## src/rtl/ram_arbiter_pkg.sv

```systemverilog
// Shared widths, FSM state type and request payload for the RAM arbiter.
package ram_arbiter_pkg;

  localparam int unsigned FULLW = 32;
  localparam int unsigned BYTEW = 8;
  localparam int unsigned WORD  = FULLW / BYTEW;
  localparam int unsigned LANEW = 2;

  typedef enum logic {
    ST_IDLE = 1'b0,
    ST_RMW  = 1'b1
  } state_e;

  typedef struct packed {
    logic             we;
    logic             byte_acc;
    logic [FULLW-1:0] addr;
    logic [FULLW-1:0] wdata;
  } req_t;

endpackage

```

## src/rtl/ram_arbiter_byte_lane.sv

```systemverilog
// Byte-lane helper: extracts a lane for byte reads and merges a byte into a word for RMW.
module ram_arbiter_byte_lane
  import ram_arbiter_pkg::*;
(
  input  logic [FULLW-1:0] word,
  input  logic [LANEW-1:0] lane,
  input  logic [BYTEW-1:0] new_byte,
  output logic [FULLW-1:0] extract,
  output logic [FULLW-1:0] merged
);

  // Little-endian lanes: lane i occupies bits [8i+7:8i].
  always_comb begin
    extract = '0;
    merged  = word;
    for (int i = 0; i < int'(WORD); i++) begin
      if (lane == LANEW'(i)) begin
        extract = FULLW'(word[i*BYTEW +: BYTEW]);
        merged[i*BYTEW +: BYTEW] = new_byte;
      end
    end
  end

endmodule

```

## src/rtl/ram_arbiter.sv

```systemverilog
// Two-requester arbiter in front of a 1W/1R synchronous RAM, adding byte reads
// (lane extract) and byte writes (one-cycle read-modify-write).
module ram_arbiter
  import ram_arbiter_pkg::*;
#(
  parameter int unsigned ADDR_WIDTH = 8,
  parameter bit          FIXED_PRIO = 1'b0
) (
  input  logic             clk,
  input  logic             rst_n,
  input  logic             r0_req,
  input  logic             r0_we,
  input  logic             r0_byte,
  input  logic [FULLW-1:0] r0_addr,
  input  logic [FULLW-1:0] r0_wdata,
  output logic             r0_gnt,
  output logic             r0_err,
  output logic             r0_rvalid,
  output logic [FULLW-1:0] r0_rdata,
  input  logic             r1_req,
  input  logic             r1_we,
  input  logic             r1_byte,
  input  logic [FULLW-1:0] r1_addr,
  input  logic [FULLW-1:0] r1_wdata,
  output logic             r1_gnt,
  output logic             r1_err,
  output logic             r1_rvalid,
  output logic [FULLW-1:0] r1_rdata,
  output logic [FULLW-1:0] ram_wa,
  output logic [FULLW-1:0] ram_wd,
  output logic             ram_we,
  output logic [FULLW-1:0] ram_ra,
  input  logic [FULLW-1:0] ram_out
);

  state_e           state;
  logic             last_winner;
  logic             rd_pending;
  logic             rd_owner;
  logic [LANEW-1:0] rd_lane;
  logic             rd_byte;
  logic             rd_err;
  logic [FULLW-1:0] rmw_addr;
  logic [BYTEW-1:0] rmw_byte;

  req_t             sel;
  logic             pick1;
  logic             grant;
  logic             oor;
  logic [LANEW-1:0] lane;
  logic [FULLW-1:0] lane_ext;
  logic [FULLW-1:0] lane_merged;
  logic [FULLW-1:0] rd_word;

  // Winner select: r1 wins when alone, or on a tie when r0 won last (round-robin only).
  always_comb begin
    pick1 = r1_req && (!r0_req || (!FIXED_PRIO && !last_winner));
    sel   = pick1 ? '{we: r1_we, byte_acc: r1_byte, addr: r1_addr, wdata: r1_wdata}
                  : '{we: r0_we, byte_acc: r0_byte, addr: r0_addr, wdata: r0_wdata};
    grant = rst_n && (state == ST_IDLE) && (r0_req || r1_req);
    oor   = (sel.addr >> (ADDR_WIDTH + 32'd2)) != '0;
    lane  = (state == ST_RMW) ? rmw_addr[LANEW-1:0] : rd_lane;
  end

  ram_arbiter_byte_lane u_byte_lane (
    .word     (ram_out),
    .lane     (lane),
    .new_byte (rmw_byte),
    .extract  (lane_ext),
    .merged   (lane_merged)
  );

  // Grant/err pulses and RAM port drive; the RMW merge write owns the RAM in its cycle.
  always_comb begin
    r0_gnt = grant && !pick1;
    r1_gnt = grant && pick1;
    r0_err = r0_gnt && oor;
    r1_err = r1_gnt && oor;
    ram_ra = sel.addr;
    ram_wa = sel.addr;
    ram_wd = sel.wdata;
    ram_we = grant && sel.we && !sel.byte_acc && !oor;
    if (rst_n && (state == ST_RMW)) begin
      ram_we = 1'b1;
      ram_wa = rmw_addr;
      ram_wd = lane_merged;
    end
  end

  // Read return lands on the cycle after the grant, steered to the owner only.
  always_comb begin
    rd_word   = rd_err ? '0 : (rd_byte ? lane_ext : ram_out);
    r0_rvalid = rd_pending && !rd_owner;
    r1_rvalid = rd_pending && rd_owner;
    r0_rdata  = r0_rvalid ? rd_word : '0;
    r1_rdata  = r1_rvalid ? rd_word : '0;
  end

  always_ff @(posedge clk or negedge rst_n) begin
    if (!rst_n) begin
      state       <= ST_IDLE;
      last_winner <= 1'b1;
      rd_pending  <= 1'b0;
      rd_owner    <= 1'b0;
      rd_lane     <= '0;
      rd_byte     <= 1'b0;
      rd_err      <= 1'b0;
      rmw_addr    <= '0;
      rmw_byte    <= '0;
    end else begin
      rd_pending <= 1'b0;
      case (state)
        ST_IDLE: begin
          if (grant) begin
            last_winner <= pick1;
            if (!sel.we) begin
              rd_pending <= 1'b1;
              rd_owner   <= pick1;
              rd_lane    <= sel.addr[LANEW-1:0];
              rd_byte    <= sel.byte_acc;
              rd_err     <= oor;
            end else if (sel.byte_acc && !oor) begin
              rmw_addr <= sel.addr;
              rmw_byte <= sel.wdata[BYTEW-1:0];
              state    <= ST_RMW;
            end
          end
        end
        ST_RMW:  state <= ST_IDLE;
        default: state <= ST_IDLE;
      endcase
    end
  end

endmodule
```

## config.mk

```make
export PLATFORM = sky130hd
export DESIGN_NAME = ram_arbiter
export DESIGN_NICKNAME = d
export VERILOG_FILES = /design/src/rtl/ram_arbiter_pkg.sv /design/src/rtl/ram_arbiter_byte_lane.sv /design/src/rtl/ram_arbiter.sv
export SDC_FILE = /design/constraint.sdc
export NUM_CORES = 1
export LEC_CHECK = 0
export CAP_MARGIN = 15
export CORE_AREA = 2 2 129 131
export CTS_CLUSTER_DIAMETER = 40
export DETAILED_ROUTE_END_ITERATION = 8
export DIE_AREA = 0 0 131 133
export PLACE_DENSITY_LB_ADDON = 0.25
export SYNTH_ARGS = -nofsm -noshare
export SYNTH_HDL_FRONTEND = slang
export SYNTH_SLANG_ARGS = --single-unit
```

## constraint.sdc

```tcl
create_clock -name clk -period 2.3 [get_ports clk]
set_clock_uncertainty 0.05 [all_clocks]
set_input_delay 0.46 -clock clk [delete_from_list [all_inputs] [get_ports clk]]
set_output_delay 0.46 -clock clk [all_outputs]
set_load 0.1 [all_outputs]
```

==> flow_summary.json <==
{
  "grt_pass1_wl_mm": 41.13,
  "arrival_ns": 2.19,
  "seq_area_frac_synth_pct": 25.49,
  "synth_nets": 723,
  "grt_start_max_net_pins": 46,
  "drc_errors": 0,
  "grt_usage_pct": 31.09,
  "fin_crit_ns": 2.703,
  "gr-total-overflow": 0,
  "critPathLaunchType": "flip-flop",
  "required_ns": 1.79,
  "viasPerCell": 5.311,
  "synth_simple_gate_area_share_pct": 21.14,
  "finish.instance_area_mm2": 0.01368,
  "async_flop_share_pct": 100.0,
  "clk_pin_slew_ns": 0.07,
  "finalMaxSlewViolations": 0,
  "syn-cell-area_mm2": 0.004717,
  "num-nets-final": 1174,
  "power_frac_clock_pct": 12.0,
  "fmax_ghz": 0.3700,
  "drt_iter0_drc": 288,
  "fp.dieArea_mm2": 0.01742,
  "place_congestion": 0.8701,
  "status": "finished, violations left",
  "synth.distinct_cells": 36,
  "synth_cells": 555,
  "cts.sinks": 48,
  "core_area_mm2": 0.01617,
  "drtPass1Iterations": 5,
  "vias": 6516,
  "relSlewSlack_pct": 59.38,
  "power_frac_comb_pct": 73.3,
  "regArea_mm2": 0.001204,
  "crit_path_end_kind": "output port",
  "p_sw_share_pct": 47.18,
  "n_fill_cell": 671,
  "synth_edf_count": 0,
  "num_rows": 47,
  "ys_ff_latch": 48,
  "syn_avg_cell_area_um2": 8.499,
  "multi_input_area_mm2": 0.004907,
  "timing.final.ws_setup_ns": -0.4029,
  "clk_root_buffer_cell": "clkbuf_16",
  "cp_max_fo": 8,
  "synth_xor_xnor_area_share_pct": 0,
  "n_antenna_cell": 0,
  "tightestPinTransition_ns": 0.6092,
  "synthAdderAreaFrac_pct": 0,
  "hold_viol": 0,
  "die_w_um": 131,
  "antenna_found_initial": 0,
  "reg2reg_depth": 11,
  "violations": "setup timing",
  "power.leakage_nw": 6.115,
  "hold_class": "in -> async",
  "synth_top_family_by_area": "multiplexers",
  "h-tree-depth": 2,
  "drive_gt1_share_pct": 69.12,
  "hold_ws_ns": 0.3023,
  "intPower_mw": 3.216,
  "ys_warn_count": 0,
  "rsz0062_at_grt": "yes",
  "hpwl_mm": 19.47,
  "synth-main-ff-cell": "dfrtp_1",
  "initial_core_util_pct": 29.17,
  "place_area_mm2": 0.01153,
  "period_share_pct": 117.5,
  "maxCapViolCount": 0,
  "area_growth_pct": 190.0,
  "finalWirelength_mm": 31.18,
  "clockBufferDepth": 2,
  "synthMuxAreaShare_pct": 31.54,
  "path_class": "reg -> out",
  "grt_pass1_vias": 6950,
  "ioPinCount": 335,
  "seq_power_share_pct": 14.7,
  "tns_ns": -41.08,
  "p_sw_mw": 2.872,
  "die_h_um": 133,
  "setup_viol_count_final": 187,
  "ant_nets": 0,
  "routedWlPerCell_um": 25.41,
  "cts_buffers": 5,
  "port_buffers": 334,
  "synth_compound_area_share_pct": 11.94,
  "peakVddDrop_mv": 0.3422,
  "power_density_mw_per_mm2": 445.1,
  "cts_tree": "yes",
  "insertion_delay_ns": 0.29
}
per-stage QoR:
stage	std cells	total power [mW]	util [%]	worst slack [ns]
floorplan	555	3.121	-	-0.3423
global placement	1160	4.511	71.29	-0.5736
detailed placement	1160	4.552	71.29	-0.6181
CTS	1207	5.796	80.53	-0.4520
global route	1227	6.234	84.58	-0.4883
finish	1227	6.088	84.58	-0.4029
state kept, by name, summed over array words and instances, names as in the netlist:
name,cells
last_winner,1
rd_pending,1
rd_byte,1
rd_lane,2
state,1
rmw_addr,32
rd_owner,1
rd_err,1
rmw_byte,8
path summary, 6_finish.rpt:
path | start | to | slack (ns)
min in group clk | last_winner | last_winner | 0.45
hold reg to reg | last_winner | last_winner | 0.45
setup reg to reg | last_winner | rmw_addr[2] | -0.24
max in group asynchronous | rst_n | rmw_addr[22] | 1.49
hold / removal | rst_n | rmw_addr[1] | 0.30
setup / recovery | last_winner | ram_wd[22] | -0.40
synthesized netlist by cell type (2+ instances only):
library cell / count / share of area (%)
buf_2: 13 / 1.4
buf_1: 2 / 0.16
nor3b_1: 2 / 0.32
a21oi_1: 26 / 2.8
nor4_1: 10 / 1.3
nor2_1: 47 / 3.7
nand2b_1: 9 / 1.2
mux2_2: 86 / 21
nor2b_1: 5 / 0.66
a22oi_1: 8 / 1.3
a211oi_1: 8 / 1.3
nor3_1: 2 / 0.21
buf_4: 35 / 5.6
dfrtp_1: 47 / 25
mux2_4: 9 / 2.9
clkbuf_1: 18 / 1.4
nand4_1: 2 / 0.27
mux2i_1: 37 / 7.9
nand2_1: 36 / 2.9
and2_1: 72 / 9.5
inv_1: 14 / 1.1
o21ai_0: 53 / 5.6
layout by cell type (no fill, tap or decap), types with 13 or more instances in the layout:
cell and instances:
buf_12 185, clkdlybuf4s50_1 142, mux2_4 83, buf_6 70, buf_4 70, dfrtp_1 46, and2_4 44, nor2_4 25
o21ai_4 23, mux2i_4 21, o21ai_0 20, nor2_1 18, nand2_4 15, and2_2 15, and2_1 13
logic make-up after synthesis:
family,count (synthesis)
buf+inv,83
flops,48
mux,133
compound gates,100
simple gates,191
layer usage:
| metal | GRT usage [%] | share of wire, % | up-vias |
|---|---|---|---|
| li1 | - | - | 2806 |
| met1 | 32.21 | 32 | 3203 |
| met2 | 59.47 | 54 | 385 |
| met3 | 5.338 | 6.5 | 122 |
| met4 | 14.07 | 6.9 | 0 |
| met5 | 0 | 0 | - |
area by class of cell:
cell class | instances | share of cell area, %
Inverter | 14 | 0.4208
Clock buffer | 7 | 0.9696
Multi-Input combinational cell | 425 | 35.88
Timing Repair Buffer | 512 | 51.88
Clock inverter | 1 | 0.03659
Sequential cell | 48 | 8.800
Tap cell | 220 | 2.012
power by group through the flow:
stage               Combinational (mW)  Clock (mW)  Sequential (mW)
detailed placement                3.65           0            0.905
global placement                  3.61           0            0.904
finish                            4.46       0.730            0.896
global route                      4.57       0.772            0.897
CTS                               4.17       0.733            0.889
floorplan                         2.23           0            0.896
timing repair:
action / CTS / global route
hold buffers: 1 / 0
hold endpoints to repair: 3 / 0
buffers inserted: 42 / 43
cloned: 12 / 5
setup endpoints to repair: 205 / 206
pin swaps: 47 / 51
gates resized for setup: 225 / 169
worst max-delay path: stages, from the launching register on:
cell and delay (ns):
dfstp_2 0.39, a21boi_4 0.22, buf_6 0.14, buf_12 0.14
buf_16 0.14, buf_12 0.14, mux2_2 0.36, nand2_2 0.11
o21ai_4 0.07, buf_12 0.17
(Power assumes the default switching activity.)
